`src/rtl/param_mac_array.sv`:
```
// param_mac_array: LANES-wide signed dot-product engine with a two-stage multiply/accumulate pipeline.
// Define MAC_ARRAY_SAT_EN for saturating accumulation with sticky per-lane sat flags; otherwise sums wrap.
module param_mac_array #(
  parameter int LANES  = 4,
  parameter int DATA_W = 8,
  parameter int ACC_W  = 32,
  parameter int LEN_W  = 8
) (
  input  logic                      clk_i,
  input  logic                      rstn_i,
  input  logic                      clear_i,
  input  logic [LEN_W-1:0]          len_i,
  input  logic                      in_valid_i,
  output logic                      in_ready_o,
  input  logic [LANES*DATA_W-1:0]   data_i,
  input  logic [LANES*DATA_W-1:0]   weight_i,
  output logic                      out_valid_o,
  input  logic                      out_ready_i,
  output logic [LANES*ACC_W-1:0]    result_o,
  output logic [LANES-1:0]          sat_o
);
  typedef enum logic [1:0] {IDLE, ACCUM, FLUSH, HOLD} state_t;
  state_t state, state_n;
  logic run, accept, first_b, last_b, p_valid, p_first, p_last;
  logic [LEN_W-1:0] len_q, len_eff, cnt;
  logic [LANES-1:0][2*DATA_W-1:0] prod, prod_c;
  logic [LANES-1:0][ACC_W-1:0] acc, acc_n;
  logic [LANES-1:0] sat_acc, sat_n;
  // ready is held low until the first edge after reset release
  assign in_ready_o = run && (state == IDLE || state == ACCUM);
  assign accept     = in_valid_i && in_ready_o && !clear_i;
  assign len_eff    = (len_i == '0) ? LEN_W'(1) : len_i;
  always_comb begin
    state_n = state;
    first_b = 1'b0;
    last_b  = 1'b0;
    unique case (state)
      IDLE: if (accept) begin
        first_b = 1'b1;
        last_b  = (len_eff == LEN_W'(1));
        state_n = last_b ? FLUSH : ACCUM;
      end
      ACCUM: if (accept) begin
        last_b  = (cnt == len_q - LEN_W'(1));
        state_n = last_b ? FLUSH : ACCUM;
      end
      FLUSH: state_n = p_last ? HOLD : FLUSH;
      HOLD:  state_n = out_ready_i ? IDLE : HOLD;
      default: state_n = IDLE;
    endcase
    if (clear_i) state_n = IDLE;
  end
  for (genvar i = 0; i < LANES; i++) begin : g_lane
    logic signed [DATA_W-1:0] d, w;
    logic signed [ACC_W-1:0] ext, base;
    logic ovf;
    assign d         = data_i[i*DATA_W +: DATA_W];
    assign w         = weight_i[i*DATA_W +: DATA_W];
    assign prod_c[i] = (2*DATA_W)'(d) * (2*DATA_W)'(w);
    assign ext       = ACC_W'($signed(prod[i]));
    assign base      = p_first ? '0 : $signed(acc[i]);
`ifdef MAC_ARRAY_SAT_EN
    logic signed [ACC_W:0] sum;
    assign sum      = (ACC_W+1)'(base) + (ACC_W+1)'(ext);
    assign ovf      = sum[ACC_W] != sum[ACC_W-1];
    assign acc_n[i] = !ovf ? sum[ACC_W-1:0] :
                      sum[ACC_W] ? {1'b1, {(ACC_W-1){1'b0}}} : {1'b0, {(ACC_W-1){1'b1}}};
`else
    assign ovf      = 1'b0;
    assign acc_n[i] = base + ext;
`endif
    assign sat_n[i] = (!p_first && sat_acc[i]) || ovf;
  end
  always_ff @(posedge clk_i or negedge rstn_i) begin
    if (!rstn_i) begin
      run         <= 1'b0;
      state       <= IDLE;
      len_q       <= '0;
      cnt         <= '0;
      p_valid     <= 1'b0;
      p_first     <= 1'b0;
      p_last      <= 1'b0;
      prod        <= '0;
      acc         <= '0;
      sat_acc     <= '0;
      out_valid_o <= 1'b0;
      result_o    <= '0;
      sat_o       <= '0;
    end else begin
      run   <= 1'b1;
      state <= state_n;
      if (clear_i) begin
        len_q       <= '0;
        cnt         <= '0;
        p_valid     <= 1'b0;
        p_first     <= 1'b0;
        p_last      <= 1'b0;
        prod        <= '0;
        acc         <= '0;
        sat_acc     <= '0;
        out_valid_o <= 1'b0;
        result_o    <= '0;
        sat_o       <= '0;
      end else begin
        if (accept) cnt <= first_b ? LEN_W'(1) : cnt + LEN_W'(1);
        if (first_b) len_q <= len_eff;
        p_valid <= accept;
        p_first <= first_b;
        p_last  <= last_b;
        if (accept) prod <= prod_c;
        if (out_valid_o && out_ready_i) out_valid_o <= 1'b0;
        if (p_valid) begin
          acc     <= acc_n;
          sat_acc <= sat_n;
        end
        if (p_valid && p_last) begin
          result_o    <= acc_n;
          sat_o       <= sat_n;
          out_valid_o <= 1'b1;
        end
      end
    end
  end
endmodule

```
`config.mk`:
```
export PLATFORM = sky130hd
export DESIGN_NAME = param_mac_array
export DESIGN_NICKNAME = d
export VERILOG_FILES = /design/src/rtl/param_mac_array.sv
export SDC_FILE = /design/constraint.sdc
export NUM_CORES = 2
export LEC_CHECK = 0
export CAP_MARGIN = 20
export CORE_AREA = 2 2 252 254
export DETAILED_ROUTE_END_ITERATION = 7
export DIE_AREA = 0 0 254 256
export MAX_ROUTING_LAYER = met4
export PLACE_DENSITY = 0.73
export SETUP_SLACK_MARGIN = 0.5
export SYNTH_ARGS = -nofsm -noshare
export SYNTH_HDL_FRONTEND = slang
export SYNTH_SLANG_ARGS = --single-unit
```
`constraint.sdc`:
```
create_clock -name clk_i -period 11.74 [get_ports clk_i]
set_clock_uncertainty 0.1 [all_clocks]
set_input_delay 1.761 -clock clk_i [delete_from_list [all_inputs] [get_ports clk_i]]
set_output_delay 1.761 -clock clk_i [all_outputs]
set_load 0.005 [all_outputs]
```
==> flow_summary.ini <==
[layout]
finalInstanceArea_sq_um = 35000
nNetsFinal = 4156
post-route-util_pct = 56.2
drive_gt1_share_pct = 3.44
final_common_cell = nand2_1
most-common-layout-cells = nand2_1 (445), inv_1 (370), dfrtp_1 (349)
syn2layout_area_growth_pct = 13.2

[sta]
rsz0062_at_grt = false
period_minus_slack_ps = 6070
post-route-period-util_pct = 51.7
worst_pin_slew_ps = 951
slew_viol_final = 0
tns_ps = 0
fmax_mhz = 165
finalHoldViolCount = 0
final-setup-viol-count = 0
slew-limit-headroom_pct = 36.6

[critical_path]
r2r_start = p_first
rrSetupSlack_ps = 6630
r2r-end = result_o[126]
crit_path_end_kind = flop
path_max_fanout = 8
required_ps = 12040
worstRegToRegCells = 14
cp.arrival_ps = 6370
start_kind = input port
path_class = input port to flop

[floorplan]
die_y_um = 256
initial_utilization_pct = 49.6
fp-row-count = 92
io_pins = 211
die_w_um = 254
design.core.area_sq_um = 62400
die-area_sq_um = 65000

[synth]
synthSimpleGateAreaFrac_pct = 18.0
syn_area_sq_um = 30900
synth_top_family_by_area = adder cells
yosysWarnings = 0
synth-seq-cells = 351
async_reset_ff_share_pct = 100
ys_seq_area_share_pct = 28.4
synth-compound-area-share_pct = 15.6
netlist_top_cells_area = dfrtp_1 (28%), fa_1 (14%), ha_1 (9.8%)
synth_edf_count = 0
synth_top_area_share_pct = 28.4
synth_ff_type = dfrtp_1
synth_fa_ha_area_share_pct = 24.3
synth.distinct_cells = 86
synth_top_area_cell = dfrtp_1
synth_xor_area_share_pct = 5.09
netlist_instances = 3480
syn_nets = 4023
synth.area.mux_share_pct = 2.41
synth.avg_cell_area_sq_um = 8.89

[global_routing]
grtUsageTotal_pct = 25.1
grt_pass1_wl_mm = 128
grt_pass1_vias = 24100
grt_antenna_before_repair = 1
gr-total-overflow = 0
grt_max_degree = 156

[placed_design]
placed_area_sq_um = 33800
gp_congestion = 0.912
place_hpwl_mm = 57.5
io_buffers = 210

[routing]
drtIter0Drc = 1355
via_per_inst = 5.44
vias = 24400
drcViolationCount = 0
routed_wl_mm = 77.2
firstDrtPassIters = 5
wl_per_cell_um = 17.2
antenna_left = 0

[clocking]
clockRootBuffer = clkbuf_16
path_clk_slew_ps = 60
cts_hold_buffers = 0
clk_latency_ps = 560
cts_buffers = 39
post_cts_buffers = 0
cts_tree = yes
h-tree-depth = 2
clockBufferDepth = 3
cts.repair.resized = 0
cts_sinks = 351

[worst_hold_path]
hp-start = acc[102]
hold_end = acc[102]
hp-class = flop to flop
min_path_cells = 2

[power_and_ir_drop]
p_per_area_nw_per_um2 = 151
ir_drop_v = 0.0000991
p_leak_nw = 16.8

[flow_run]
maxCapViolCount = 0

[status]
status = complete, no violations
-- logic make-up after synthesis --
logic type                 count (synthesis)
and+or+nand+nor                         1155
DFF                                      351
muxes                                     74
buffers and inverters                    511
other                                      1
AOI/OAI and AO/OA                        742
xor gates and xnor gates                 180
adders and majority gates                466
-- registers in the layout, summed over array words and instances (netlist names) --
| signal | flops |
|---|---|
| acc | 128 |
| result_o | 128 |
| g_lane.ext | 64 |
| cnt | 8 |
| len_q | 8 |
| sat_acc | 4 |
| sat_o | 4 |
| state | 2 |
| out_valid_o | 1 |
| p_first | 1 |
| p_last | 1 |
| p_valid | 1 |
| run | 1 |
-- worst max-delay path by stage --
| stage | cells after the start | start | endpoint |
|---|---|---|---|
| after floorplan | 18 | data_i[5] | g_lane[0].ext[15] |
| after global placement | 19 | data_i[30] | g_lane[3].ext[15] |
| after detailed placement | 19 | data_i[13] | g_lane[1].ext[15] |
| after CTS | 19 | weight_i[26] | g_lane[3].ext[15] |
| after global routing | 19 | data_i[15] | g_lane[1].ext[15] |
| final | 19 | weight_i[26] | g_lane[3].ext[15] |
-- critical path, cell delays in order --
cell and delay, ps:
clkdlybuf4s50_1 540, and2_1 240, fa_1 540, inv_1 60, fa_1 540, inv_1 50
fa_1 470, inv_1 50, fa_1 480, inv_1 40, ha_1 310, inv_1 70
o21bai_1 60, a21oi_1 230, o21bai_1 110, a41o_1 260, o41ai_1 310, xnor2_1 160
a21oi_1 80
-- cell usage after synthesis, types with 4 or more instances --
| master | count |
|---|---|
| a21oi_1 | 260 |
| o22ai_1 | 8 |
| a22o_1 | 42 |
| and3_1 | 16 |
| a31o_2 | 5 |
| inv_1 | 371 |
| xor2_1 | 47 |
| nor2b_1 | 157 |
| o21ai_0 | 129 |
| or2_2 | 6 |
| buf_1 | 15 |
| a21o_1 | 74 |
| o21ai_1 | 9 |
| o31ai_1 | 11 |
| nand3b_1 | 7 |
| mux2i_1 | 70 |
| o211ai_1 | 11 |
| o21a_1 | 19 |
| xnor2_1 | 133 |
| nand2b_1 | 24 |
| nand4_1 | 15 |
| ha_1 | 242 |
| a31oi_1 | 26 |
| a211o_1 | 5 |
| clkbuf_1 | 116 |
| a311o_1 | 8 |
| o21bai_1 | 35 |
| a41o_1 | 4 |
| nand3_1 | 50 |
| nor3_1 | 29 |
| a221oi_2 | 4 |
| dfrtp_1 | 351 |
| nor4_1 | 13 |
| nor2_1 | 195 |
| mux2_2 | 4 |
| or3_1 | 7 |
| and2_1 | 176 |
| fa_1 | 224 |
| o41ai_1 | 7 |
| nand2_1 | 446 |
| a211oi_1 | 43 |
| buf_2 | 5 |
-- cell type report --
| type | count | area [sq um] |
|---|---|---|
| sequential | 351 | 8790 |
| clock inverter | 11 | 145 |
| fill | 5737 | 27400 |
| multi-input combinational | 2618 | 20300 |
| antenna | 1 | 2.50 |
| inverter | 372 | 1400 |
| timing repair buffer | 231 | 2280 |
| clock buffer | 54 | 1090 |
| tap | 846 | 1060 |
-- power by group --
group	total (mW)	leakage, nW	internal [mW]	switching, mW
sequential	1.45	4.85	1.32	0.126
clock	1.23	0.596	0.717	0.508
combinational	2.62	11.4	1.11	1.51
-- routing by layer --
layer  vias to the layer above  part of all wire [%]  global-route usage [%]
li1                      11900                     -                       -
met1                     11900                    47                    35.7
met2                       533                    45                    38.3
met3                        90                   5.2                    3.17
met4                         0                   2.3                    5.90
met5                         -                     0                       -
-- metrics by stage --
stage,instances,hold WS [ps],power (mW),setup WS [ps]
2_1_floorplan,3480,341,3.40,5970
3_3_place_gp,4418,355,4.03,5210
3_5_place_dp,4418,364,4.08,5080
4_1_cts,4483,377,5.33,5670
5_1_grt,4484,406,5.76,5360
6_report,4484,373,5.29,5670
Note: power is estimated with default switching activity, not from simulation.
